`src/rtl/cacheline_adapter_pkg.sv`:
```
// Shared types for the cacheline adapter: line geometry, FSM state encoding
// and the line-alignment helper used for DRAM addressing.
package cacheline_adapter_pkg;

  localparam int unsigned DEF_BURST_LEN = 4;
  localparam int unsigned DEF_BEAT_W    = 64;
  localparam int unsigned DEF_LINE_W    = DEF_BURST_LEN * DEF_BEAT_W;
  localparam int unsigned ADDR_W        = 32;
  localparam int unsigned OFFSET_W      = 5;

  typedef enum logic [2:0] {
    ST_IDLE,
    ST_RD_REQ,
    ST_RD_WAIT,
    ST_WR_BURST,
    ST_DONE
  } state_t;

  // DRAM bursts always start on a line boundary.
  function automatic logic [ADDR_W-1:0] line_align(input logic [ADDR_W-1:0] addr);
    return {addr[ADDR_W-1:OFFSET_W], OFFSET_W'(0)};
  endfunction

endpackage

```
`src/rtl/cacheline_adapter.sv`:
```
// Converts single-cycle cacheline read/write requests into BURST_LEN-beat
// DRAM bursts and reassembles returning read beats into a full line.
module cacheline_adapter
  import cacheline_adapter_pkg::*;
#(
  parameter int unsigned BURST_LEN = DEF_BURST_LEN,
  parameter int unsigned BEAT_W    = DEF_BEAT_W
) (
  input  logic                          clk,
  input  logic                          rst,
  input  logic [ADDR_W-1:0]             ufp_addr,
  input  logic                          ufp_read,
  input  logic                          ufp_write,
  input  logic [BURST_LEN*BEAT_W-1:0]   ufp_wdata,
  output logic [BURST_LEN*BEAT_W-1:0]   ufp_rdata,
  output logic                          ufp_resp,
  output logic [ADDR_W-1:0]             bmem_addr,
  output logic                          bmem_read,
  output logic                          bmem_write,
  output logic [BEAT_W-1:0]             bmem_wdata,
  input  logic                          bmem_ready,
  input  logic [ADDR_W-1:0]             bmem_raddr,
  input  logic [BEAT_W-1:0]             bmem_rdata,
  input  logic                          bmem_rvalid
);

  localparam int unsigned CNT_W = (BURST_LEN > 1) ? $clog2(BURST_LEN) : 1;
  localparam logic [CNT_W-1:0] LAST_BEAT = CNT_W'(BURST_LEN - 1);

  state_t                         state;
  logic [CNT_W-1:0]               cnt;
  logic [CNT_W-1:0]               cnt_nxt;
  logic [ADDR_W-1:0]              addr_q;
  logic [BURST_LEN-1:0][BEAT_W-1:0] wline_q;
  logic [BURST_LEN-1:0][BEAT_W-1:0] rline_q;
  logic                           raddr_hit;

  assign cnt_nxt   = cnt + CNT_W'(1);
  assign raddr_hit = bmem_rvalid && (bmem_raddr == addr_q);
  assign ufp_rdata = rline_q;

  // Single-process FSM; every bmem_* output is a register updated on the
  // transition that enters or leaves the requesting states.
  always_ff @(posedge clk) begin
    if (rst) begin
      state      <= ST_IDLE;
      cnt        <= '0;
      addr_q     <= '0;
      wline_q    <= '0;
      rline_q    <= '0;
      ufp_resp   <= 1'b0;
      bmem_read  <= 1'b0;
      bmem_write <= 1'b0;
      bmem_addr  <= '0;
      bmem_wdata <= '0;
    end else begin
      ufp_resp <= 1'b0;
      unique case (state)
        ST_IDLE: begin
          cnt <= '0;
          if (ufp_read) begin
            state     <= ST_RD_REQ;
            addr_q    <= line_align(ufp_addr);
            wline_q   <= ufp_wdata;
            bmem_read <= 1'b1;
            bmem_addr <= line_align(ufp_addr);
          end else if (ufp_write) begin
            state      <= ST_WR_BURST;
            addr_q     <= line_align(ufp_addr);
            wline_q    <= ufp_wdata;
            bmem_write <= 1'b1;
            bmem_addr  <= line_align(ufp_addr);
            bmem_wdata <= ufp_wdata[BEAT_W-1:0];
          end
        end

        ST_RD_REQ: begin
          if (bmem_ready) begin
            state     <= ST_RD_WAIT;
            bmem_read <= 1'b0;
            bmem_addr <= '0;
          end
        end

        // Beats from other requesters share the return bus; only our tag counts.
        ST_RD_WAIT: begin
          if (raddr_hit) begin
            rline_q[cnt] <= bmem_rdata;
            cnt          <= cnt_nxt;
            if (cnt == LAST_BEAT) begin
              state    <= ST_DONE;
              ufp_resp <= 1'b1;
            end
          end
        end

        ST_WR_BURST: begin
          if (bmem_ready) begin
            cnt <= cnt_nxt;
            if (cnt == LAST_BEAT) begin
              state      <= ST_DONE;
              ufp_resp   <= 1'b1;
              bmem_write <= 1'b0;
              bmem_addr  <= '0;
              bmem_wdata <= '0;
            end else begin
              bmem_wdata <= wline_q[cnt_nxt];
            end
          end
        end

        ST_DONE: begin
          state <= ST_IDLE;
        end

        default: begin
          state <= ST_IDLE;
        end
      endcase
    end
  end

endmodule

```
`config.mk`:
```
export PLATFORM = sky130hd
export DESIGN_NAME = cacheline_adapter
export DESIGN_NICKNAME = d
export VERILOG_FILES = /design/src/rtl/cacheline_adapter_pkg.sv /design/src/rtl/cacheline_adapter.sv
export SDC_FILE = /design/constraint.sdc
export NUM_CORES = 1
export LEC_CHECK = 0
export BUFFER_PORTS_ARGS = -buffer_cell sky130_fd_sc_hd__buf_2
export CAP_MARGIN = 20
export CORE_AREA = 8 8 285 287
export DETAILED_ROUTE_END_ITERATION = 10
export DIE_AREA = 0 0 293 295
export HOLD_SLACK_MARGIN = 0.1
export MAX_ROUTING_LAYER = met4
export PLACE_DENSITY = 0.53
export SYNTH_ARGS = -nofsm -noshare
export SYNTH_HDL_FRONTEND = slang
export SYNTH_SLANG_ARGS = --single-unit
```
`constraint.sdc`:
```
create_clock -name clk -period 2.6 [get_ports clk]
set_clock_uncertainty 0.05 [all_clocks]
set_input_delay 0.13 -clock clk [delete_from_list [all_inputs] [get_ports clk]]
set_output_delay 0.13 -clock clk [all_outputs]
set_load 0.005 [all_outputs]
```
== Word level (Yosys, flattened, before mapping) ==
Cells that the tools add are included.
Storage, ports and cells
  output and inout bits: 355
  input bits: 390
  bits in registers: 648
  word-level logic and storage cells: 89
Cells by class
  reduce and logical (&&, ||, !) cells: 16
  add/sub/neg operators: 1
  multiplexer cells: 40
  $lt $le $gt $ge: 3
  equality and inequality tests: 13
Operators by type and width (number)
  256-bit 2-to-1 mux: 2
  64-bit 2-to-1 mux: 6
  256-bit bitwise mux: 1
  32-bit 2-to-1 mux: 5
  64-bit binary-select mux with 2-bit select: 1
  64-bit demux with 2-bit select: 1
  64-bit case mux with 2 select lines: 1
  32-bit case mux with 3 select lines: 1
  32-bit equality test: 1
  3-bit 2-to-1 mux: 6
  2-bit inequality test (second input constant): 7
  3-bit case mux with 4 select lines: 1
  5-bit AND reduction: 2
  1-bit 2-to-1 mux: 9
  4-bit AND reduction: 2
  3-bit by 2-bit equality test with 1-bit output (second input constant): 2
  2-bit by 3-bit < comparator with 1-bit output (second input constant): 2
  1-bit case mux with 2 select lines: 3
  2-bit case mux with 3 select lines: 1
  3-bit AND reduction: 2
  2-bit nonzero test: 3
  3-bit nonzero test: 2
  2-bit 2-to-1 mux: 2
  2-bit AND reduction: 2
  other kinds (7): 8

== Longest topological paths before layout ==
Gate-level depths: netlist of the first run.
  depth in word-level cells: 6
  mapped depth: 11
  depth with buffers taken out: 7

== Worst setup path before layout of the first run ==
OpenSTA, ideal clock, no wires.
  kind: register to register
  start: register cnt[0]
  end: register bmem_wdata[57]
  path buffers: 4
  period minus slack after synthesis: 2641 ps
  setup slack: -41 ps
  required time: 2416 ps
  stages on the path, launching flop included: 10
  arrival: 2457 ps
  setup time: 134 ps
  path through: dfxtp_1 > clkbuf_1 > clkbuf_1 > inv_1 > ha_1 > buf_2 > clkbuf_1 > mux4_2 > a22oi_1 > a211oi_1
On the way
  word-level cells in the longest chain between the ends: 6
  elaborated cells between the ends (all ways): 7
  those cells by class: add/sub: 1; eq/ne: 1; mux: 5
Ends and longest elaborated chain
  start: declaration: RTL line cacheline_adapter.sv:31  | logic [CNT_W-1:0] cnt;
  start signal: assignment: RTL line cacheline_adapter.sv:89  | cnt <= cnt_nxt;
  start signal: assignment: RTL line cacheline_adapter.sv:99  | cnt <= cnt_nxt;
  2-bit by 1-bit adder with 2-bit output: RTL line cacheline_adapter.sv:38  | assign cnt_nxt = cnt + CNT_W'(1);
  64-bit binary-select mux with 2-bit select: RTL line cacheline_adapter.sv:107  | bmem_wdata <= wline_q[cnt_nxt];
  64-bit 2-to-1 mux (implied by the code): RTL line cacheline_adapter.sv:107
  64-bit 2-to-1 mux (*): RTL line cacheline_adapter.sv:100  | if (cnt == LAST_BEAT) begin
  64-bit 2-to-1 mux (*): RTL line cacheline_adapter.sv:98  | if (bmem_ready) begin
  64-bit case mux with 2 select lines (*): RTL line cacheline_adapter.sv:58  | unique case (state)
  end signal: assignment: RTL line cacheline_adapter.sv:73  | bmem_wdata <= ufp_wdata[BEAT_W-1:0];
  end signal: assignment: RTL line cacheline_adapter.sv:107
  end: declaration: RTL line cacheline_adapter.sv:20  | output logic [BEAT_W-1:0] bmem_wdata,
Mark *: on every way between the ends. The rest lies on a longest branch, timed or not. The select of a mux whose other input is x is not followed.
A chain may end at the register's enable or synchronous reset.

== Worst setup path after layout of the first run ==
  start: register state[0]
  end: register wline_q[147] (netlist bit)
On the way
  word-level cells in the longest chain between the ends: 2
Ends and longest elaborated chain
  start: declaration: RTL line cacheline_adapter.sv:30  | state_t state;
  start signal: assignment: RTL line cacheline_adapter.sv:46  | state <= ST_IDLE;
  start signal: assignment: RTL line cacheline_adapter.sv:62  | state <= ST_RD_REQ;
  start signal: assignment: RTL line cacheline_adapter.sv:68  | state <= ST_WR_BURST;
  3-bit logical NOT: RTL line cacheline_adapter.sv:58
  2-bit AND reduction (no source line)
  end signal: assignment: RTL line cacheline_adapter.sv:64  | wline_q <= ufp_wdata;
  end signal: assignment: RTL line cacheline_adapter.sv:70  | wline_q <= ufp_wdata;
  end: declaration: RTL line cacheline_adapter.sv:34  | logic [BURST_LEN-1:0][BEAT_W-1:0] wline_q;
Every way passes these cells.

==> impl_metrics.json, run 1 <==
{
  "core_area_um2": 76700,
  "reg2reg_depth": 7,
  "synthToLayoutAreaGrowth_pct": 45.0,
  "worst_slew_pin_slew_ns": 0.640,
  "p_switching_mw": 6.57,
  "start_kind": "register",
  "min_from": "bmem_raddr[18]",
  "cp.depth": 7,
  "synthTopCellsByArea": "dfxtp_1, mux2i_1, nand2_1",
  "fmax_mhz": 407,
  "initial_core_util_pct": 32.0,
  "synth-seq-cells": 638,
  "cts_tree": "done",
  "fin_ws_ns": 0.144,
  "cts_buffer_depth": 3,
  "post-route-drc-count": 0,
  "hold-worst-slack_ns": 0.157,
  "post_drt_wl_per_cell_um": 18.9,
  "rrSetupSlack_ns": 0.14,
  "min_period_ns": 2.46,
  "design.die.area_um2": 86400,
  "critical_path.endpoint": "wline_q[147]",
  "max_stage_delay_ns": 0.58,
  "end_kind": "register",
  "drive_gt1_share_pct": 26.8,
  "cp-startpoint": "state[0]",
  "ys_warn_count": 0,
  "grt_pass1_wl_um": 137000,
  "synth_edf_count": 0,
  "ys_seq_area_share_pct": 52.0,
  "viasPerCell": 4.74,
  "layout_common_cells": "buf_2, dfxtp_1, nand2_1",
  "path_delay_family": "buffers and inverters",
  "yosys.area.top_type_share_pct": 52.0,
  "p_per_area_nw_per_um2": 692,
  "power_frac_comb_pct": 14.7,
  "seqPwrFrac_pct": 43.6,
  "synth_cells": 2642,
  "clk_pin_slew_ns": 0.06,
  "yosys.cell_types.count": 46,
  "layout.nets": 4081,
  "drtPass1Iterations": 5,
  "hp-class": "primary input to register",
  "cts_made_buffers": 72,
  "worstPathRequired_ns": 3.09,
  "crit_path_max_fanout": 34,
  "p_sw_share_pct": 26.6,
  "row_count": 102,
  "ant_nets": 0,
  "crit_buf_inv": 4,
  "cp_cell_sequence": "buf_4, nor4_2, bufbuf_16, buf_8, nand2_1, a21oi_1, dlygate4sd3_1",
  "route.vias.total": 22800,
  "timing.rr.end": "wline_q[147]",
  "ctsHtreeMaxLevel": 3,
  "drt-total-wl_um": 90600,
  "worst-endpoint-arrival_ns": 2.94,
  "maxCapViolCount": 0,
  "r2r_start": "state[0]",
  "grt_pass1_vias": 22900,
  "peakVddDrop_uv": 468,
  "setup_viol": 0,
  "cts_setup_buffers": 0,
  "die_y_um": 295,
  "relSlewSlack_pct": 57.3,
  "clockRootBuffer": "clkbuf_16",
  "rsz0062_at_grt": "true",
  "grtUsageTotal_pct": 20.5,
  "port_buffers": 734,
  "clock_latency_ns": 0.61,
  "gp_congestion": 0.824,
  "hold_viol_final": 0,
  "cts_num_sinks": 638,
  "antenna_found_initial": 22,
  "place_ws_ns": 0.186,
  "synth_top_area_cell": "dfxtp_1",
  "mostFrequentLayoutCell": "buf_2",
  "grt_max_degree": 79,
  "status": "completed",
  "synthesis.area_um2": 24600,
  "hpwl_um": 62800,
  "n_fill_cell": 7401,
  "slew_violations": 0,
  "ys.flop_type": "dfxtp_1",
  "internal_power_mw": 18.1,
  "critPathKind": "register to register",
  "post-route-period-util_pct": 94.5,
  "slowest_stage": "dlygate4sd3_1",
  "p_clk_share_pct": 41.7,
  "async_flop_share_pct": 0,
  "grt_overflow": 0,
  "die_w_um": 293,
  "ios": 745,
  "leakage_nw": 17.1,
  "avgSynthCellArea_um2": 9.30,
  "drt_iter0_drc": 1193
}
-- cells by family after synthesis --
family          share of synthesized area [%]
flops                                    52.0
compound gates                           10.9
other cells                            0.0153
mux                                      16.3
buf+inv                                  4.49
simple gates                             15.3
fa+ha+maj                               0.204
xor+xnor                                0.713
-- state kept, by name (all words and copies together) (netlist names) --
name	count
addr_q	27
bmem_wdata	64
wline_q	256
ufp_resp	1
bmem_write	1
bmem_read	1
bmem_addr	27
state	3
cnt	2
ufp_rdata	256
-- power groups by stage --
stage	sequential (mW)	combinational, mW	clock, mW
6_report	10.7	3.62	10.3
5_1_grt	10.8	3.99	10.9
4_1_cts	10.7	3.60	10.5
3_5_place_dp	11.0	3.13	0
3_3_place_gp	10.9	3.10	0
2_1_floorplan	10.9	1.84	0
-- routing by layer --
layer	global-route usage, %	wire length, µm
met1	24.5	37700
met2	34.0	44100
met3	4.04	5590
met4	7.93	3170
met5	-	0
-- synthesized netlist by cell type (2+ instances only) --
cell	n
nand2_1	604
nand3_1	2
o22ai_1	3
xnor2_1	16
a211oi_1	65
clkbuf_1	149
a2111o_1	2
nor2_1	328
a21oi_1	315
nor4_1	7
dfxtp_1	638
nand4_1	9
mux2i_1	257
ha_1	4
buf_2	20
nand2b_1	3
nor2b_1	8
a22oi_1	65
and3_1	2
buf_6	24
inv_1	10
mux4_2	64
xor2_1	4
buf_1	9
buf_4	13
-- layout make-up --
class	count	area (µm²)	share of cell area (%)
sequential	638	12800	35.9
multi-input combinational	1782	10700	30.1
timing repair buffer	1182	8330	23.4
clock buffer	99	2090	5.86
tap	1040	1300	3.65
clock inverter	25	293	0.822
antenna	24	60.1	0.169
inverter	11	41.3	0.116
-- worst reg2reg max path: cells and delay by family (launching register included) --
family / cells / cell delay (ns)
buf+inv: 4 / 1.47
simple gates: 2 / 0.34
flops: 1 / 0.40
compound gates: 1 / 0.14
-- how the worst min path moves through the flow --
stage              endpoint  slack [ns]  cells past startpoint
2_1_floorplan    wline_q[0]        0.22                      2
3_3_place_gp   wline_q[217]        0.32                      3
3_5_place_dp    wline_q[88]        0.33                      3
4_1_cts              cnt[0]        0.11                      7
5_1_grt              cnt[0]        0.17                      7
6_report             cnt[0]        0.16                      7
-- stage by stage --
step           cells  power, mW  setup TNS (ns)  utilization [%]  cell area, µm²
2_1_floorplan   2646       12.7               0                -           24600
3_3_place_gp    4284       14.0               0             38.4           29400
3_5_place_dp    4284       14.1               0             38.4           29400
4_1_cts         4776       24.9               0             46.3           35500
5_1_grt         4799       25.7         -0.0422             46.4           35600
6_report        4801       24.6               0             46.4           35600
-- repair_timing --
action / 4_1_cts / 5_1_grt
hold buffers: 368 / 0
endpoints found under the setup margin: 0 / 13
hold endpoints to repair: 637 / 0
gates resized for setup: 0 / 4
Note: power is estimated with default switching activity, not from simulation.
==> run 2, diff against run 1 <==
--- a/config.mk
+++ b/config.mk
@@ -12,7 +12,7 @@
 export DIE_AREA = 0 0 293 295
 export HOLD_SLACK_MARGIN = 0.1
 export MAX_ROUTING_LAYER = met4
-export PLACE_DENSITY = 0.53
+export RECOVER_POWER = 100
 export SYNTH_ARGS = -nofsm -noshare
 export SYNTH_HDL_FRONTEND = slang
 export SYNTH_SLANG_ARGS = --single-unit
==> impl_metrics.json, run 2 (synthesis gave the netlist of run 1 again) <==
{
  "route.vias.total": 23100,
  "min_period_ns": 2.46,
  "ios": 745,
  "initial_core_util_pct": 32.0,
  "status": "completed",
  "post-route-period-util_pct": 94.6,
  "p_per_area_nw_per_um2": 699,
  "drive_gt1_share_pct": 17.8,
  "maxCapViolCount": 0,
  "synthToLayoutAreaGrowth_pct": 42.9,
  "grt_max_degree": 83,
  "mostFrequentLayoutCell": "dfxtp_1",
  "clock_latency_ns": 0.59,
  "post-route-drc-count": 0,
  "worst-endpoint-arrival_ns": 2.94,
  "critPathKind": "register to register",
  "clockRootBuffer": "clkbuf_16",
  "worstPathRequired_ns": 3.08,
  "ff_latch_area_um2": 12800,
  "row_count": 102,
  "worst_slew_pin_slew_ns": 0.660,
  "die_w_um": 293,
  "max_stage_delay_ns": 0.56,
  "multi_input_area_um2": 10700,
  "drtPass1Iterations": 5,
  "hpwl_um": 60300,
  "relSlewSlack_pct": 56.0,
  "hp-class": "primary input to register",
  "drt_iter0_drc": 1214,
  "cts_tree": "done",
  "dp.cells": 4258,
  "layout_common_cells": "dfxtp_1, nand2_1, buf_2",
  "ant_nets": 0,
  "post_drt_wl_per_cell_um": 18.8,
  "rsz0062_at_grt": "true",
  "core_area_um2": 76700,
  "ctsHtreeMaxLevel": 3,
  "setup_viol": 0,
  "clk_pin_slew_ns": 0.06,
  "gp_congestion": 0.836,
  "cp_cell_sequence": "buf_4, nor4_2, buf_12, buf_6, nand2_1, a21oi_1, dlygate4sd3_1",
  "peakVddDrop_uv": 569,
  "slowest_stage": "dlygate4sd3_1",
  "design_area_um2": 35100,
  "die_y_um": 295,
  "grt_pass1_wl_um": 135000,
  "grt_overflow": 0,
  "design.die.area_um2": 86400,
  "start_kind": "register",
  "placed_cell_area_um2": 29200,
  "drt-total-wl_um": 90100,
  "crit_path_max_fanout": 42,
  "hold_viol_final": 0,
  "layout.nets": 4067,
  "cts_made_buffers": 71,
  "post_layout_nonfiller_instances": 4786,
  "end_kind": "register",
  "cts_num_sinks": 638,
  "antenna_found_initial": 15,
  "viasPerCell": 4.83,
  "leakage_nw": 15.7,
  "slew_violations": 0,
  "n_fill_cell": 7384,
  "grt_pass1_vias": 22900,
  "grtUsageTotal_pct": 20.1,
  "cts_buffer_depth": 3,
  "fmax_mhz": 407,
  "port_buffers": 734
}
==> run 2: cell count changes in the layout (fill, tap and decap cells not counted), moves of 3 or more <==
cell           delta
diode_2           -8
buf_4            -27
dlygate4sd3_1    +14
clkinv_2          +6
clkbuf_1        +314
inv_6             +3
buf_2           -312
==> run 2: layer usage <==
| layer | GRT usage (%) | wire [µm] | vias up |
|---|---|---|---|
| li1 | - | - | 11100 |
| met1 | 23.7 | 36700 | 10900 |
| met2 | 32.6 | 42600 | 951 |
| met3 | 4.35 | 6280 | 230 |
| met4 | 9.86 | 4410 | 0 |
| met5 | - | 0 | - |
==> run 2: cell type report <==
cell class | count | share of cell area [%]
Clock buffer | 99 | 5.88
Timing Repair Buffer | 1169 | 22.3
Inverter | 11 | 0.118
Clock inverter | 31 | 0.913
Antenna cell | 16 | 0.114
Tap cell | 1040 | 3.71
Sequential cell | 638 | 36.4
Multi-Input combinational cell | 1782 | 30.6
==> run 2: critical path: cells and delay by family, from the launching register on <==
kind	cells	cell delay, ns
buffers and inverters	4	1.34
AOI/OAI and AO/OA	1	0.12
DFF	1	0.38
and+or+nand+nor	2	0.45
==> run 2: what timing repair did <==
action                                  4_1_cts  5_1_grt
hold buffers                                382        0
endpoints found under the setup margin        0       13
buffers inserted                              0        0
resized for setup                             0        4
hold endpoints to repair                    638        0
==> run 2: path summary, 6_finish.rpt <==
check            startpoint      endpoint  slack (ns)  cells past startpoint
min          bmem_raddr[11]        cnt[0]        0.20                      7
max                state[0]   wline_q[18]        0.14                      7
min reg2reg    wline_q[209]  wline_q[209]        0.40                      2
max reg2reg        state[0]   wline_q[18]        0.14                      7
==> run 2: power by group <==
group          internal (mW)  switching [mW]  total (mW)
combinational           1.59            2.00        3.59
sequential              10.4           0.362        10.8
clock                   6.01            4.18        10.2
==> run 2: per-stage QoR <==
| stage | total power [mW] | hold slack, ns | setup TNS (ns) | utilization (%) | setup WS, ns |
|---|---|---|---|---|---|
| 4_1_cts | 24.8 | 0.144 | 0 | 46.2 | 0.0580 |
| 3_5_place_dp | 14.0 | 0.326 | 0 | 38.1 | 0.341 |
| 2_1_floorplan | 12.7 | 0.216 | 0 | - | 0.157 |
| 5_1_grt | 25.7 | 0.190 | -0.00146 | 45.8 | -0.00146 |
| 3_3_place_gp | 14.0 | 0.324 | 0 | 38.1 | 0.373 |
| 6_report | 24.5 | 0.201 | 0 | 45.8 | 0.141 |
